==> src/rtl/program_loader.sv <==
// Byte-stream program loader: count byte, 4*N little-endian instruction bytes, XOR checksum.
// Writes each assembled word to instruction memory and releases the core on a good checksum.
module program_loader #(
  parameter int unsigned ADDR_W     = 8,
  parameter int unsigned START_ADDR = 0
) (
  input  logic              clk,
  input  logic              rst,
  input  logic [7:0]        in_data,
  input  logic              in_valid,
  output logic              in_ready,
  output logic              im_we,
  output logic [ADDR_W-1:0] im_addr,
  output logic [31:0]       im_wdata,
  output logic              core_rst,
  output logic              done,
  output logic              err
);

  typedef enum logic [2:0] {IDLE, LOAD, CHECK, DONE, ERROR} state_t;

  state_t      state, state_nxt;
  logic [7:0]  count;
  logic [7:0]  word_cnt;
  logic [7:0]  csum;
  logic [1:0]  byte_idx;
  logic [23:0] word_q;
  logic        xfer;

  // Next-state decode; DONE and ERROR are terminal until reset.
  always_comb begin
    state_nxt = state;
    xfer      = in_valid && in_ready;
    case (state)
      IDLE:    if (xfer) state_nxt = (in_data == 8'd0) ? ERROR : LOAD;
      LOAD:    if (xfer && byte_idx == 2'd3 && (word_cnt + 8'd1) == count) state_nxt = CHECK;
      CHECK:   if (xfer) state_nxt = (in_data == csum) ? DONE : ERROR;
      default: state_nxt = state;
    endcase
  end

  always_ff @(posedge clk) begin
    if (rst) state <= IDLE;
    else     state <= state_nxt;
  end

  // Datapath and registered outputs, the latter decoded from the next state.
  always_ff @(posedge clk) begin
    if (rst) begin
      count    <= 8'd0;
      word_cnt <= 8'd0;
      csum     <= 8'd0;
      byte_idx <= 2'd0;
      word_q   <= 24'd0;
      in_ready <= 1'b1;
      im_we    <= 1'b0;
      im_addr  <= ADDR_W'(START_ADDR);
      im_wdata <= 32'd0;
      core_rst <= 1'b1;
      done     <= 1'b0;
      err      <= 1'b0;
    end else begin
      in_ready <= (state_nxt == IDLE) || (state_nxt == LOAD) || (state_nxt == CHECK);
      done     <= (state_nxt == DONE);
      err      <= (state_nxt == ERROR);
      core_rst <= (state_nxt != DONE);
      im_we    <= 1'b0;
      if (im_we) im_addr <= im_addr + ADDR_W'(1);
      if (xfer) begin
        case (state)
          IDLE: begin
            count    <= in_data;
            word_cnt <= 8'd0;
            byte_idx <= 2'd0;
            csum     <= 8'd0;
            im_addr  <= ADDR_W'(START_ADDR);
          end
          LOAD: begin
            csum     <= csum ^ in_data;
            byte_idx <= byte_idx + 2'd1;
            case (byte_idx)
              2'd0: word_q[7:0]   <= in_data;
              2'd1: word_q[15:8]  <= in_data;
              2'd2: word_q[23:16] <= in_data;
              default: begin
                im_wdata <= {in_data, word_q};
                im_we    <= 1'b1;
                word_cnt <= word_cnt + 8'd1;
              end
            endcase
          end
          default: ;
        endcase
      end
    end
  end

endmodule

==> config.mk <==
export PLATFORM = sky130hd
export DESIGN_NAME = program_loader
export DESIGN_NICKNAME = d
export VERILOG_FILES = /design/src/rtl/program_loader.sv
export SDC_FILE = /design/constraint.sdc
export NUM_CORES = 1
export LEC_CHECK = 0
export ABC_AREA = 0
export CORE_MARGIN = 2
export CORE_UTILIZATION = 30
export CTS_CLUSTER_DIAMETER = 30
export DETAILED_ROUTE_END_ITERATION = 7
export GPL_TIMING_DRIVEN = 0
export HOLD_SLACK_MARGIN = 0.15
export PLACE_DENSITY = 0.56
export RECOVER_POWER = 25
export SKIP_LAST_GASP = 1
export SYNTH_ARGS = -nofsm -noshare
export SYNTH_HDL_FRONTEND = slang
export SYNTH_SLANG_ARGS = --single-unit
export TNS_END_PERCENT = 50
==> constraint.sdc <==
create_clock -name clk -period 1.95 [get_ports clk]
set_clock_uncertainty 0.2 [all_clocks]
set_input_delay 0.195 -clock clk [delete_from_list [all_inputs] [get_ports clk]]
set_output_delay 0.195 -clock clk [all_outputs]
set_load 0.005 [all_outputs]
# Yosys cells after proc, flatten, opt, wreduce, memory -nomap -nowiden
# Index checks and enable logic that the tools add are counted.
[classes]
reduce_logical = 19
bitwise_logic = 4
n_addsub = 3
eq_ne = 13
muxes = 14
[op_table]
columns = ["cell", "count"]
rows = [
  ["$mux W8", 4],
  ["$pmux W8 S2", 2],
  ["$add A8 B1 Y8 const B", 2],
  ["$eq A8 B8 Y1", 2],
  ["$mux W3", 5],
  ["$reduce_and A3 Y1", 5],
  ["$eq A3 B2 Y1 const B", 3],
  ["$pmux W3 S3", 1],
  ["$logic_not A8 Y1", 1],
  ["$xor A8 B8 Y8", 1],
  ["$eq A3 B1 Y1 const B", 2],
  ["$logic_not A3 Y1", 2],
  ["$reduce_or A3 Y1", 2],
  ["$eq A2 B2 Y1 const B", 2],
  ["$pmux W2 S2", 1],
  ["$reduce_and A2 Y1", 2],
  ["$eq A3 B3 Y1 const B", 1],
  ["$logic_and A1 B1 Y1", 3],
  ["$ne A3 B2 Y1 const B", 1],
  ["$not A1 Y1", 3],
  ["$add A2 B1 Y2 const B", 1],
  ["$eq A2 B1 Y1 const B", 1],
  ["$logic_not A2 Y1", 1],
  ["$logic_or A1 B1 Y1", 2],
  ["other kinds (3)", 3],
]
[word_totals]
out_inout_bits = 45
elab_cells = 68
reg_bits = 98
in_bits = 11

# Logic depth before layout (Yosys ltp)
[logic_depth]
depth_word = 8
depth_mapped = 9
depth_no_buf = 7

# Worst setup path after synthesis
# Ideal clock, no wire load.
[synth_timing]
kind = "register to register"
from = "register word_cnt[0]"
to = "register state[1]"
setup_slack_ps = -157
synth_period_minus_slack_ps = 2107
t_required_ps = 1680
arrival_time_ps = 1836
setup_ps = 70
stages_incl_launch_ff = 9
n_path_buf = 1
cell_sequence = "dfxtp_1 > ha_1 > clkbuf_1 > xnor2_1 > o22ai_1 > nor4_1 > nand3_1 > or4_1 > a21oi_1"
[synth_via]
elab_chain_len = 5
[synth_rtl]
columns = ["element", "line_no", "text"]
rows = [
  ["start, declared", "24", "logic [7:0] word_cnt;"],
  ["start signal, assigned", "88", "word_cnt <= word_cnt + 8'd1;"],
  ["$add A8 B1 Y8", "36", "LOAD: if (xfer && byte_idx == 2'd3 && (word_cnt + 8'd1) == count) state_nxt = CHECK;"],
  ["$eq A8 B8 Y1", "36", ""],
  ["$logic_and A1 B1 Y1", "36", ""],
  ["$mux W3", "36", ""],
  ["$pmux W3 S3", "34", "case (state)"],
  ["end signal, assigned", "44", "else state <= state_nxt;"],
  ["end, declared", "22", "state_t state, state_nxt;"],
]
# No other way between the ends.
# A chain may end at the register's enable or synchronous reset.

# Final worst setup path
[layout_timing]
from = "register word_cnt[1]"
to = "register state[1]"
# The elaborated chain is that of the path after synthesis.

==> metrics.md <==
| Metric | Value |
|---|---|
| CTS clk-pin slew, worst paths | 0.07 ns |
| CTS tree | done |
| CP Class | flip-flop to flip-flop |
| Multi-input logic area | between 2000 and 2500 µm² |
| Status | finished with violations |
| Clock Tree Root | clkbuf_16 |
| Buf+Inv Stages, Crit Path | 0 |
| Max Clock Freq | about 470 MHz |
| GPL Wtd Cong | 0.841 |
| Fillers | 1408 |
| Post-synth cell types | 43 |
| Setup TNS | -0.284 ns |
| Worst path max stage delay | 0.44 ns |
| Worst slack, placed | -0.731 ns |
| Design Area, Final | ~5400 µm² |
| Final wirelength | 11600 µm |
| Failing checks | negative setup slack |
| Hold WC Path Type | primary input to flip-flop |
| Synth top area cells | dfxtp_1 (47%), nand2_1 (12%), a21oi_1 (10%) |
| Die area | approximately 15000 µm² |
| Cells on worst reg2reg path | 7 |
| Antenna violations before repair | 0 |
| Antenna diode count | 0 |
| CP Launch Type | flip-flop |
| Via density | approximately 5 |
| CP Capture Type | flip-flop |
| Comb pwr share | 0.072 |
| # setup viols final | 3 |
| Critical path data arrival time | 2.19 ns |
| Average cell area after synthesis | 7.79 µm² |
| Final Core Density | 0.403 |
| Core Region | 13300 µm² |
| Synth area leader | dfxtp_1 |
| HPWL Detailed | 7640 µm |
| Pwr per Cell Area | about 750 nW/µm² |
| Initial core utilization | 0.310 |
| Worst path top cell family by delay | simple AND/OR/NAND/NOR gates |
| Number of stages on the worst setup path | 7 |
| Post-Syn Area | 4140 µm² |
| Drt pass-1 iters | 5 |
| Top FF cell, synth | dfxtp_1 |
| Internal power | 3.06 mW |
| Net count, final | 621 |
| WHS Endpoint | count[1] |
| GRT Util Overall | 0.164 |
| Largest net degree at the start of global routing | 16 |
| Share of flip-flops with an asynchronous set or reset | 0 |
| FF+latch count, synth | 98 |
| Area Overhead vs Synth | 30.0% |
| Critical Path RT | 2.03 ns |
| GRT overflow | 0 |
| Seq/Total Area, Yosys | 0.474 |
| Storage cell area | 1970 µm² |
| Initial drt markers | 267 |
| Slowest-stage cell, CP | or4_4 |
| Crit-path cells | ha_4 -> xnor2_2 -> nand4_1 -> nor4_2 -> nand3_1 -> or4_4 -> a21oi_2 |
| H-tree levels | 3 |
| Reg-to-reg endpoint | state[1] |
| Die H | 121 µm |
| Die width | about 120 µm |
| Final hold vios | 0 |
| Core Rows | between 40 and 50 |
| Num Clock Sinks | 98 |
| Clk_lat worst skew | 0.35 ns |
| FF-to-FF Start | word_cnt[1] |
| Post-synth EDFFs | 0 |
| Worst Path Max Fanout | 4 |
| Worst VDD drop | 0.468 mV |
| Max_slew headroom | 0.572 |
| NetSw | 0.974 mW |
| Final period utilization | 1.08 |
| DR WL/cell | 14.8 µm |
| Syn Nets | 549 |
| Flop pwr share | 0.509 |
| Worst-Margin Slew | about 0.64 ns |
| R2R setup slack | -0.16 ns |
| Total CTS buffers | 9 |
| DRC | 0 |
| Worst Hold Path Cells | 3 |
| Fin. max-slew vios | 0 |
| Post-DP Area | 4840 µm² |
| Synth warn | 0 |
| Switching Share | 0.242 |
| Vias | 3883 |
| Max Cap Violations | 0 |
| Clock power frac | 0.419 |
| Port Buf Inserts | 46 |
| Top-count cell post-synth | nand2_1 |
| Top-area cell type share of the netlist area | 0.474 |
| Global-route wire length before repair | 18800 µm |
| CTS Buffer Depth | 2 |
| Setup ws final | -0.156 ns |
| Reported leakage power | between 1.5 and 2 nW |
| Clock period minus worst slack | 2.11 ns |
| Syn Inst Count | between 500 and 600 |
| RSZ-0062 raised after global routing | true |
| Share of cells above drive strength 1 | 0.0855 |
| Antenna-violating nets left | 0 |
| Vias in the first global route | 3665 |
| Top Ports | 56 |
| Commonest cells in the netlist | nand2_1 (128), dfxtp_1 (98), a21oi_1 (84) |
| Worst Hold Launch | in_data[1] |
kinds of logic (layout without fill, tap and decap cells):
family                     Yosys count  after routing  synth area share
and+or+nand+nor                    232            232             0.248
AOI/OAI and AO/OA                  118            118             0.151
DFF                                 98             98             0.474
buffers and inverters               49            126            0.0459
xor gates and xnor gates            26             26            0.0568
adders and majority gates            7              7            0.0212
muxes                                1              1           0.00242
tightest hold or removal path: stages:
cell	delay, ns
clkbuf_1	0.27
nand2_1	0.14
a21oi_1	0.05
sequential cells by signal (all words and copies together), names as in the netlist, 2 cells and up:
register	flops
im_wdata	32
word_q	24
count	8
csum	8
im_addr	8
word_cnt	8
state	3
byte_idx	2
cells in the final DEF (no fill, tap or decap), drive strengths merged, types with 4 or more instances in the layout:
cell type / count
dfxtp: 98
nor4: 4
nand3b: 8
buf: 10
nor2: 31
xnor2: 18
nand3: 34
nor3: 7
nand2: 128
o21ai: 19
a21oi: 84
clkdlybuf4s50: 13
dlygate4sd3: 46
inv: 6
xor2: 8
clkbuf: 47
ha: 7
nand4: 6
stage by stage:
step / power, mW / hold slack [ns] / instances
floorplan: 2.26 / 0.232 / 531
global route: 4.19 / 0.172 / 784
finish: 4.03 / 0.171 / 784
global placement: 2.34 / 0.243 / 753
detailed placement: 2.34 / 0.247 / 753
CTS: 4.05 / 0.155 / 784
power by group through the flow:
stage / sequential (mW) / combinational, mW / clock, mW
floorplan: 2.09 / 0.174 / 0
global placement: 2.09 / 0.242 / 0
detailed placement: 2.10 / 0.247 / 0
CTS: 2.05 / 0.279 / 1.73
global route: 2.05 / 0.319 / 1.82
finish: 2.05 / 0.290 / 1.69
per-layer routing:
layer  vias to the layer above  GRT usage  share of wire
met5                         -          0              0
met3                        17     0.0357          0.053
met2                       113      0.269           0.47
li1                       1931          -              -
met1                      1822      0.216           0.46
met4                         0     0.0517          0.016
worst max path at each step:
stage          slack, ns   startpoint          end
6_report           -0.16  word_cnt[1]     state[1]
5_1_grt            -0.26  word_cnt[1]     state[1]
4_1_cts            -0.15     state[0]  word_cnt[2]
3_5_place_dp       -0.73     in_valid   word_q[16]
3_3_place_gp       -0.65     in_valid   word_q[17]
2_1_floorplan      0.005  word_cnt[0]     state[1]
final cells by class:
class / instances / share of cell area
Buffer: 40 / 0.0363
Clock buffer: 12 / 0.0477
Clock inverter: 4 / 0.00488
Inverter: 6 / 0.00419
Multi-Input combinational cell: 384 / 0.383
Sequential cell: 98 / 0.366
Tap cell: 176 / 0.0409
Timing Repair Buffer: 64 / 0.117
repair_timing:
action / CTS / global route
resized for setup: 18 / 32
gates cloned: 1 / 0
hold buffers: 13 / 0
setup endpoints to repair: 81 / 91
buffers inserted: 2 / 2
hold endpoints to repair: 11 / 0
pin swaps: 4 / 4
No activity file was read; power rests on OpenSTA's default activity.
